[config.mk]
export PLATFORM = sky130hd
export DESIGN_NAME = fetch_unit_flat
export DESIGN_NICKNAME = d
export VERILOG_FILES = /design/src/rtl/fetch_unit_if.sv /design/src/rtl/fetch_unit.sv /design/src/flat_wrapper.sv
export SDC_FILE = /design/constraint.sdc
export NUM_CORES = 1
export LEC_CHECK = 0
export ABC_AREA = 1
export CAP_MARGIN = 20
export CORE_MARGIN = 2
export CORE_UTILIZATION = 53
export CTS_CLUSTER_DIAMETER = 80
export DETAILED_ROUTE_END_ITERATION = 10
export PLACE_DENSITY = 0.85
export SLEW_MARGIN = 20
export SYNTH_ARGS = -nofsm -noshare
export SYNTH_HDL_FRONTEND = slang
export SYNTH_SLANG_ARGS = --single-unit
export TNS_END_PERCENT = 10
[constraint.sdc]
create_clock -name clk -period 3.21 [get_ports clk]
set_input_delay 0.4815 -clock clk [delete_from_list [all_inputs] [get_ports clk]]
set_output_delay 0.4815 -clock clk [all_outputs]
set_load 0.005 [all_outputs]
[src/rtl/fetch_unit_if.sv]
// Fetch-stage bus bundle: instruction memory req/ack, decode valid/ready and
// branch redirect from execute. The master modport is the fetch unit's view.
interface fetch_unit_if;
  logic        imem_req;
  logic [31:0] imem_addr;
  logic        imem_ack;
  logic [31:0] imem_rdata;
  logic        instr_valid;
  logic        dec_ready;
  logic [31:0] instr;
  logic [31:0] instr_pc;
  logic        branch_en;
  logic [31:0] branch_pc;
  logic [31:0] branch_offset;

  modport master (
    output imem_req, imem_addr, instr_valid, instr, instr_pc,
    input  imem_ack, imem_rdata, dec_ready, branch_en, branch_pc, branch_offset
  );

  modport slave (
    input  imem_req, imem_addr, instr_valid, instr, instr_pc,
    output imem_ack, imem_rdata, dec_ready, branch_en, branch_pc, branch_offset
  );
endinterface

[src/rtl/fetch_unit.sv]
// Instruction fetch stage: owns the PC, keeps one word request in flight and
// hands each fetched instruction to decode; branch redirects win everywhere.
module fetch_unit #(
  parameter logic [31:0] RESET_PC = 32'h0000_0000
) (
  input  logic         clk,
  input  logic         reset,
  fetch_unit_if.master bus
);

  typedef enum logic [1:0] {IDLE, REQ, HOLD, DROP} state_t;

  localparam logic [31:0] RESET_PC_ALIGNED = {RESET_PC[31:2], 2'b00};

  state_t      state_reg;
  logic [31:0] pc_reg;
  logic [31:0] instr_reg;
  logic [31:0] instr_pc_reg;
  logic        req_reg;
  logic        valid_reg;

  logic [31:0] target_sum;
  logic [31:0] target;

  assign target_sum = bus.branch_pc + 32'd8 + bus.branch_offset;
  assign target     = {target_sum[31:2], 2'b00};

  // req_reg/valid_reg always mirror (state==REQ)/(state==HOLD) of the next state
  always_ff @(posedge clk) begin
    if (reset) begin
      state_reg    <= IDLE;
      pc_reg       <= RESET_PC_ALIGNED;
      instr_reg    <= 32'h0;
      instr_pc_reg <= 32'h0;
      req_reg      <= 1'b0;
      valid_reg    <= 1'b0;
    end else begin
      case (state_reg)
        IDLE: begin
          if (bus.branch_en) pc_reg <= target;
          state_reg <= REQ;
          req_reg   <= 1'b1;
        end
        REQ: begin
          if (bus.branch_en) begin
            pc_reg <= target;
            // With a simultaneous ack the slot is free, so reissue at once
            if (!bus.imem_ack) begin
              state_reg <= DROP;
              req_reg   <= 1'b0;
            end
          end else if (bus.imem_ack) begin
            instr_reg    <= bus.imem_rdata;
            instr_pc_reg <= pc_reg;
            pc_reg       <= pc_reg + 32'd4;
            state_reg    <= HOLD;
            req_reg      <= 1'b0;
            valid_reg    <= 1'b1;
          end
        end
        HOLD: begin
          if (bus.branch_en) begin
            pc_reg    <= target;
            state_reg <= REQ;
            req_reg   <= 1'b1;
            valid_reg <= 1'b0;
          end else if (bus.dec_ready) begin
            state_reg <= REQ;
            req_reg   <= 1'b1;
            valid_reg <= 1'b0;
          end
        end
        DROP: begin
          if (bus.branch_en) pc_reg <= target;
          if (bus.imem_ack) begin
            state_reg <= REQ;
            req_reg   <= 1'b1;
          end
        end
        default: begin
          state_reg <= IDLE;
          req_reg   <= 1'b0;
          valid_reg <= 1'b0;
        end
      endcase
    end
  end

  assign bus.imem_req    = req_reg;
  assign bus.imem_addr   = {pc_reg[31:2], 2'b00};
  assign bus.instr_valid = valid_reg;
  assign bus.instr       = instr_reg;
  assign bus.instr_pc    = instr_pc_reg;

endmodule

[src/flat_wrapper.sv]
// flat-port wrapper written by rule: the top's interface ports become plain ports
module fetch_unit_flat 
#(
  parameter logic [31:0] RESET_PC = 32'h0000_0000
)
  (clk, reset, bus_imem_req, bus_imem_addr, bus_instr_valid, bus_instr, bus_instr_pc, bus_imem_ack, bus_imem_rdata, bus_dec_ready, bus_branch_en, bus_branch_pc, bus_branch_offset);
  fetch_unit_if bus_i ();
  input  logic clk;
  input  logic reset;
  output wire logic [$bits(bus_i.imem_req)-1:0] bus_imem_req;
  output wire logic [$bits(bus_i.imem_addr)-1:0] bus_imem_addr;
  output wire logic [$bits(bus_i.instr_valid)-1:0] bus_instr_valid;
  output wire logic [$bits(bus_i.instr)-1:0] bus_instr;
  output wire logic [$bits(bus_i.instr_pc)-1:0] bus_instr_pc;
  input wire logic [$bits(bus_i.imem_ack)-1:0] bus_imem_ack;
  input wire logic [$bits(bus_i.imem_rdata)-1:0] bus_imem_rdata;
  input wire logic [$bits(bus_i.dec_ready)-1:0] bus_dec_ready;
  input wire logic [$bits(bus_i.branch_en)-1:0] bus_branch_en;
  input wire logic [$bits(bus_i.branch_pc)-1:0] bus_branch_pc;
  input wire logic [$bits(bus_i.branch_offset)-1:0] bus_branch_offset;
  assign bus_imem_req = bus_i.imem_req;
  assign bus_imem_addr = bus_i.imem_addr;
  assign bus_instr_valid = bus_i.instr_valid;
  assign bus_instr = bus_i.instr;
  assign bus_instr_pc = bus_i.instr_pc;
  assign bus_i.imem_ack = bus_imem_ack;
  assign bus_i.imem_rdata = bus_imem_rdata;
  assign bus_i.dec_ready = bus_dec_ready;
  assign bus_i.branch_en = bus_branch_en;
  assign bus_i.branch_pc = bus_branch_pc;
  assign bus_i.branch_offset = bus_branch_offset;
  fetch_unit #(.RESET_PC(RESET_PC)) u_core (.clk(clk), .reset(reset), .bus(bus_i));
endmodule
Word level (Yosys, flattened, before mapping):

Index checks and enable logic that the tools add are counted.

* register bits after elaboration: 100
* latch bits: 0
* bits in writable memories: 0
* ROM bits: 0
* input bits: 101
* output and inout port bits: 98
* logic and storage cells: 49
* memories: 0

* $add $sub $neg: 3
* multipliers: 0
* div/mod/pow operators: 0
* order comparisons: 0
* equality and inequality tests: 10
* shifts and indexed selects: 0
* multiplexer cells: 22
* bitwise operators: 1
* reduce and logical (&&, ||, !) cells: 7

Operators by type and width (count)
* $mux W32: 3
* $pmux W32 S2: 1
* $add A32 B3 Y32 const B: 1
* $add A32 B32 Y32: 1
* $add A32 B4 Y32 const B: 1
* $mux W2: 6
* $mux W1: 9
* $ne A3 B3 Y1 const B: 3
* $pmux W2 S4: 1
* $reduce_and A4 Y1: 2
* $ne A2 B2 Y1 const B: 3
* $eq A2 B2 Y1 const B: 2
* $pmux W1 S4: 1
* $reduce_and A3 Y1: 1
* $reduce_or A3 Y1: 1
* $eq A2 B1 Y1 const B: 1
* $logic_not A2 Y1: 1
* $ne A2 B1 Y1 const B: 1
* $pmux W1 S2: 1
* $reduce_and A2 Y1: 1
* $reduce_bool A2 Y1: 1
* $not A1 Y1: 1

Logic depth before layout (Yosys ltp):

* depth after elaboration: 4
* depth in mapped cells: 16
* mapped depth without buffers: 16

Worst setup path before layout:

Ideal clock, no wire load.

* kind: input to register
* from: input port bus_branch_offset[2]
* to: register u_core.pc_reg[17]
* data arrival time: 2054 ps
* setup slack: 1028 ps
* stages on the path: 13
* cell sequence: ha_1 > inv_1 > fa_1 > inv_1 > nand3_1 > nand3_1 > nand2_1 > nand2_1 > nand3_1 > nand2_1 > nor2_1 > o21ai_0 > a21oi_1

* cells in the longest elaborated chain, start to end: 3
* elaborated cells on any way between the ends: 4
* classes of those cells: 1 x add/sub; 3 x mux

Ends and longest elaborated chain
* start: declaration: RTL line flat_wrapper.sv:20 `input wire logic [$bits(bus_i.branch_offset)-1:0] bus_branch_offset;`
* $add A32 B32 Y32 *: RTL line fetch_unit.sv:25 `assign target_sum = bus.branch_pc + 32'd8 + bus.branch_offset;`
* $mux W32 (on tied branches)
* $pmux W32 S2 *: RTL line fetch_unit.sv:38 `case (state_reg)`
* end signal: assignment: RTL line fetch_unit.sv:40 `if (bus.branch_en) pc_reg <= target;`
* end signal: assignment: RTL line fetch_unit.sv:63 `pc_reg <= target;`
* end signal: assignment: RTL line fetch_unit.sv:74 `if (bus.branch_en) pc_reg <= target;`
* end: declaration: RTL line fetch_unit.sv:16 `logic [31:0] pc_reg;`

Mark *: on every way between the ends. The rest lies on a longest branch, timed or not. The select of a mux whose other input is x is not followed.
A chain may end at the register's enable or synchronous reset.

Worst setup path in the final report:

* from: input port bus_branch_pc[1]
* to: register u_core.pc_reg[13]

* cells in the longest elaborated chain, start to end: 4
* elaborated cells on any way between the ends: 5
* classes of those cells: 2 x add/sub; 3 x mux

Ends and longest elaborated chain
* start: declaration: RTL line flat_wrapper.sv:19 `input wire logic [$bits(bus_i.branch_pc)-1:0] bus_branch_pc;`
* $add A32 B4 Y32 *: RTL line fetch_unit.sv:25
* $add A32 B32 Y32 *: RTL line fetch_unit.sv:25
* $mux W32 (on tied branches)
* $pmux W32 S2 *: RTL line fetch_unit.sv:38

Marks and branches as above.

==> flow_metrics.tcl <==
set metrics [dict create \
    outcome "finished, final reports clean" \
    internal-power_mw 2.547 \
    worst-setup-path-type "input port to flip-flop" \
    seq_power_share_pct 35.8 \
    antenna-diode-count 0 \
    synthFlopType "sky130_fd_sc_hd__dfxtp_1" \
    cts_resized 0 \
    synth_enable_flop_cells 0 \
    placement.io_buffers 194 \
    share_of_synthesized_cell_area_in_and_or_nand_and_nor_gates_pct 32.79 \
    ff_latch_area_mm2 0.001922 \
    effective_utilization_at_floorplan_pct 54.20 \
    largest_register_ff_count 32 \
    instances_no_fill 1531 \
    critPathMostFrequentCell "sky130_fd_sc_hd__nand3_1" \
    cts.root.buffer_cell "sky130_fd_sc_hd__clkbuf_16" \
    min-delay-path-class "flip-flop to flip-flop" \
    synth-seq-area-share_pct 26.77 \
    synth-compound-area-share_pct 15.98 \
    skew_ns 0.008892 \
    final_area_mm2 0.009577 \
    grt_setup_unrepaired "false" \
    cts_hold_buf 0 \
    synth_cell_type_count 38 \
    synthesis.area_mm2 0.007178 \
    totalWireLength_mm 23.83 \
    clk_transition_reported_paths_ns 0.08 \
    route.antenna.remaining_nets 0 \
    grt_pass1_wl_mm 37.64 \
    synth_cells 1172 \
    largest_net_degree_at_the_start_of_global_routing 70 \
    async_flop_share_pct 0 \
    crit_arrival_ns 2.86 \
    synth_top_family_by_area "simple AND/OR/NAND/NOR gates" \
    cts_made_buffers 9 \
    fin_crit_sh_pct 80.24 \
    shortest_clock_period_the_worst_path_allows_after_layout_ns 2.576 \
    netlist_top_cells_area "sky130_fd_sc_hd__dfxtp_1, sky130_fd_sc_hd__nand2_1, sky130_fd_sc_hd__ha_1, sky130_fd_sc_hd__inv_1, sky130_fd_sc_hd__nor2_1" \
    slew_headroom_pct 56.57 \
    detail_route.drc_violations 0 \
    syn_avg_cell_area_um2 6.125 \
    synth_commonest_cells "sky130_fd_sc_hd__nand2_1, sky130_fd_sc_hd__inv_1, sky130_fd_sc_hd__nor2_1" \
    die-area_mm2 0.01449 \
    globalplace.congestion 0.9791 \
    placementRows 42 \
    critical-path-slowest-cell "sky130_fd_sc_hd__fa_1" \
    cts.sinks 96 \
    detailedRoute.firstPassIterationCount 6 \
    worst_hold_slack_ns 0.5004 \
    timing.critical_path.from "bus_branch_pc[1]" \
    report.final.hold_viol_count 0 \
    avgViaCountPerCell 5.374 \
    number_of_antenna_violations_at_the_first_check_in_global_routing 1 \
    tritoncts "built" \
    p_sw_mw 1.369 \
    placed_cells 1515 \
    endpoint_kind "flip-flop" \
    netlist.top_cell.by_area "sky130_fd_sc_hd__dfxtp_1" \
    worst_r2r_startpoint "u_core.pc_reg[2]" \
    synth_adder_area_share_pct 10.74 \
    swShare_pct 34.96 \
    synth_warnings 0 \
    p_leak_nw 4.552 \
    floorplan.die.width_um 120.4 \
    clk-insertion-delay-late_ns 0.35 \
    yosysMostFrequentCell "sky130_fd_sc_hd__nand2_1" \
    timing.final.max_slew_violations 0 \
    share_of_the_synthesized_netlist_area_taken_by_xor_and_xnor_gates_pct 1.830 \
    critical-path-max-stage-delay_ns 0.44 \
    power_density_mw_per_mm2 408.9 \
    initialDrtViolationCount 867 \
    average_wire_per_standard_cell_um 15.57 \
    io_pins 199 \
    worst_ir_drop_vdd_v 0.0003750 \
    htreeDepth 3 \
    area_of_placed_instances_mm2 0.009239 \
    design.final.nets 1512 \
    design.core.area_mm2 0.01324 \
    num-fill-cells 1151 \
    finalPower_mw 3.916 \
    power.share.clock_pct 31.4 \
    post_synth_mux_area_share_pct 0 \
    drive_gt1_share_pct 3.838 \
    combinational_cell_fraction_of_total_power_pct 32.8 \
    track_usage_pct 32.46 \
    yosys_register_bits 96 \
    chipHeight_um 120.4 \
    post_cts_setup_inserts 0 \
    timing.final.setup_violations 0 \
    crit_path_cell_trace "clkdlybuf4s50_1 -> ha_1 -> nand3_1 -> fa_1 -> inv_1 -> nand3_1 -> nand3_1 -> nand3_1 -> nand3_1 -> xor2_1 -> o22ai_1 -> a21oi_1" \
    worst_setup_sp_type "input port" \
    multiInputGateArea_mm2 0.004418 \
    via_count_of_the_first_global_routing_pass 7432 \
    setup-tns-final_ns 0 \
    max-clock-path-buffers 2 \
    critical_path_required_ns 3.49 \
    netlist.area_leader.share_pct 26.77 \
    max-cap-violations 0 \
    residual_overflow_from_global_routing 0 \
    vias 8228 \
    fmax_ghz 0.3882 \
    worst-slew-pin-transition_ns 0.6505 \
    min-delay-start "u_core.bus.instr_valid" \
    worstPathMaxFanout 3 \
    place_hpwl_mm 18.63 \
    synthToLayoutAreaGrowth_pct 33.41 \
]
## cells by family after synthesis
group | Yosys count
other cells | 1
compound gates | 223
flops | 96
buf+inv | 216
fa+ha+maj | 61
xor+xnor | 15
simple gates | 560
## worst max-delay path: cells and delay by family
kind,cells,cell delay [ns]
simple gates,5,0.65
buf+inv,2,0.53
xor+xnor,1,0.25
fa+ha+maj,2,0.71
compound gates,2,0.25
## final cells by class
cell class | instances | share of cell area [%]
Timing Repair Buffer | 201 | 20.96
Inverter | 179 | 7.016
Clock buffer | 9 | 2.352
Clock inverter | 7 | 1.176
Tap cell | 176 | 2.299
Sequential cell | 96 | 20.07
Multi-Input combinational cell | 863 | 46.13
## per-layer routing
layer	global-route usage, %	up-vias	routed length (um)
met3	6.557	52	2179
met2	53.60	385	11010
met5	0	-	0
met1	42.80	3715	9926
met4	9.666	0	714
li1	-	4076	-
## cell usage in the layout (no fill, tap or decap), types with 9 or more instances in the layout
| cell | instances |
|---|---|
| sky130_fd_sc_hd__a21oi_1 | 98 |
| sky130_fd_sc_hd__clkbuf_16 | 9 |
| sky130_fd_sc_hd__clkdlybuf4s50_1 | 194 |
| sky130_fd_sc_hd__dfxtp_1 | 96 |
| sky130_fd_sc_hd__ha_1 | 60 |
| sky130_fd_sc_hd__inv_1 | 173 |
| sky130_fd_sc_hd__nand2_1 | 306 |
| sky130_fd_sc_hd__nand3_1 | 57 |
| sky130_fd_sc_hd__nand4_1 | 9 |
| sky130_fd_sc_hd__nor2_1 | 147 |
| sky130_fd_sc_hd__nor3_1 | 17 |
| sky130_fd_sc_hd__o21ai_0 | 103 |
| sky130_fd_sc_hd__xor2_1 | 13 |
## final timing paths
check,cells after the start,slack (ns),end
worst min register to register,2,0.50,u_core.bus.instr_valid
worst max-delay path,12,0.63,u_core.pc_reg[13]
worst min-delay path,2,0.50,u_core.bus.instr_valid
worst max register to register,9,1.26,u_core.pc_reg[26]
## power by group through the flow
stage / sequential, mW / clock [mW] / combinational, mW
after floorplan: 1.40 / 0 / 0.703
after global placement: 1.42 / 0 / 1.23
after detailed placement: 1.42 / 0 / 1.25
after CTS: 1.40 / 1.23 / 1.26
after global routing: 1.41 / 1.28 / 1.41
final: 1.40 / 1.23 / 1.28
## through the flow
stage          setup slack [ns]  util (%)
5_1_grt                  0.4768     72.32
4_1_cts                  0.6526     72.32
2_1_floorplan             1.028         -
3_3_place_gp             0.3265     69.77
6_report                 0.6343     72.32
3_5_place_dp             0.2910     69.77
(Power assumes the default switching activity.)
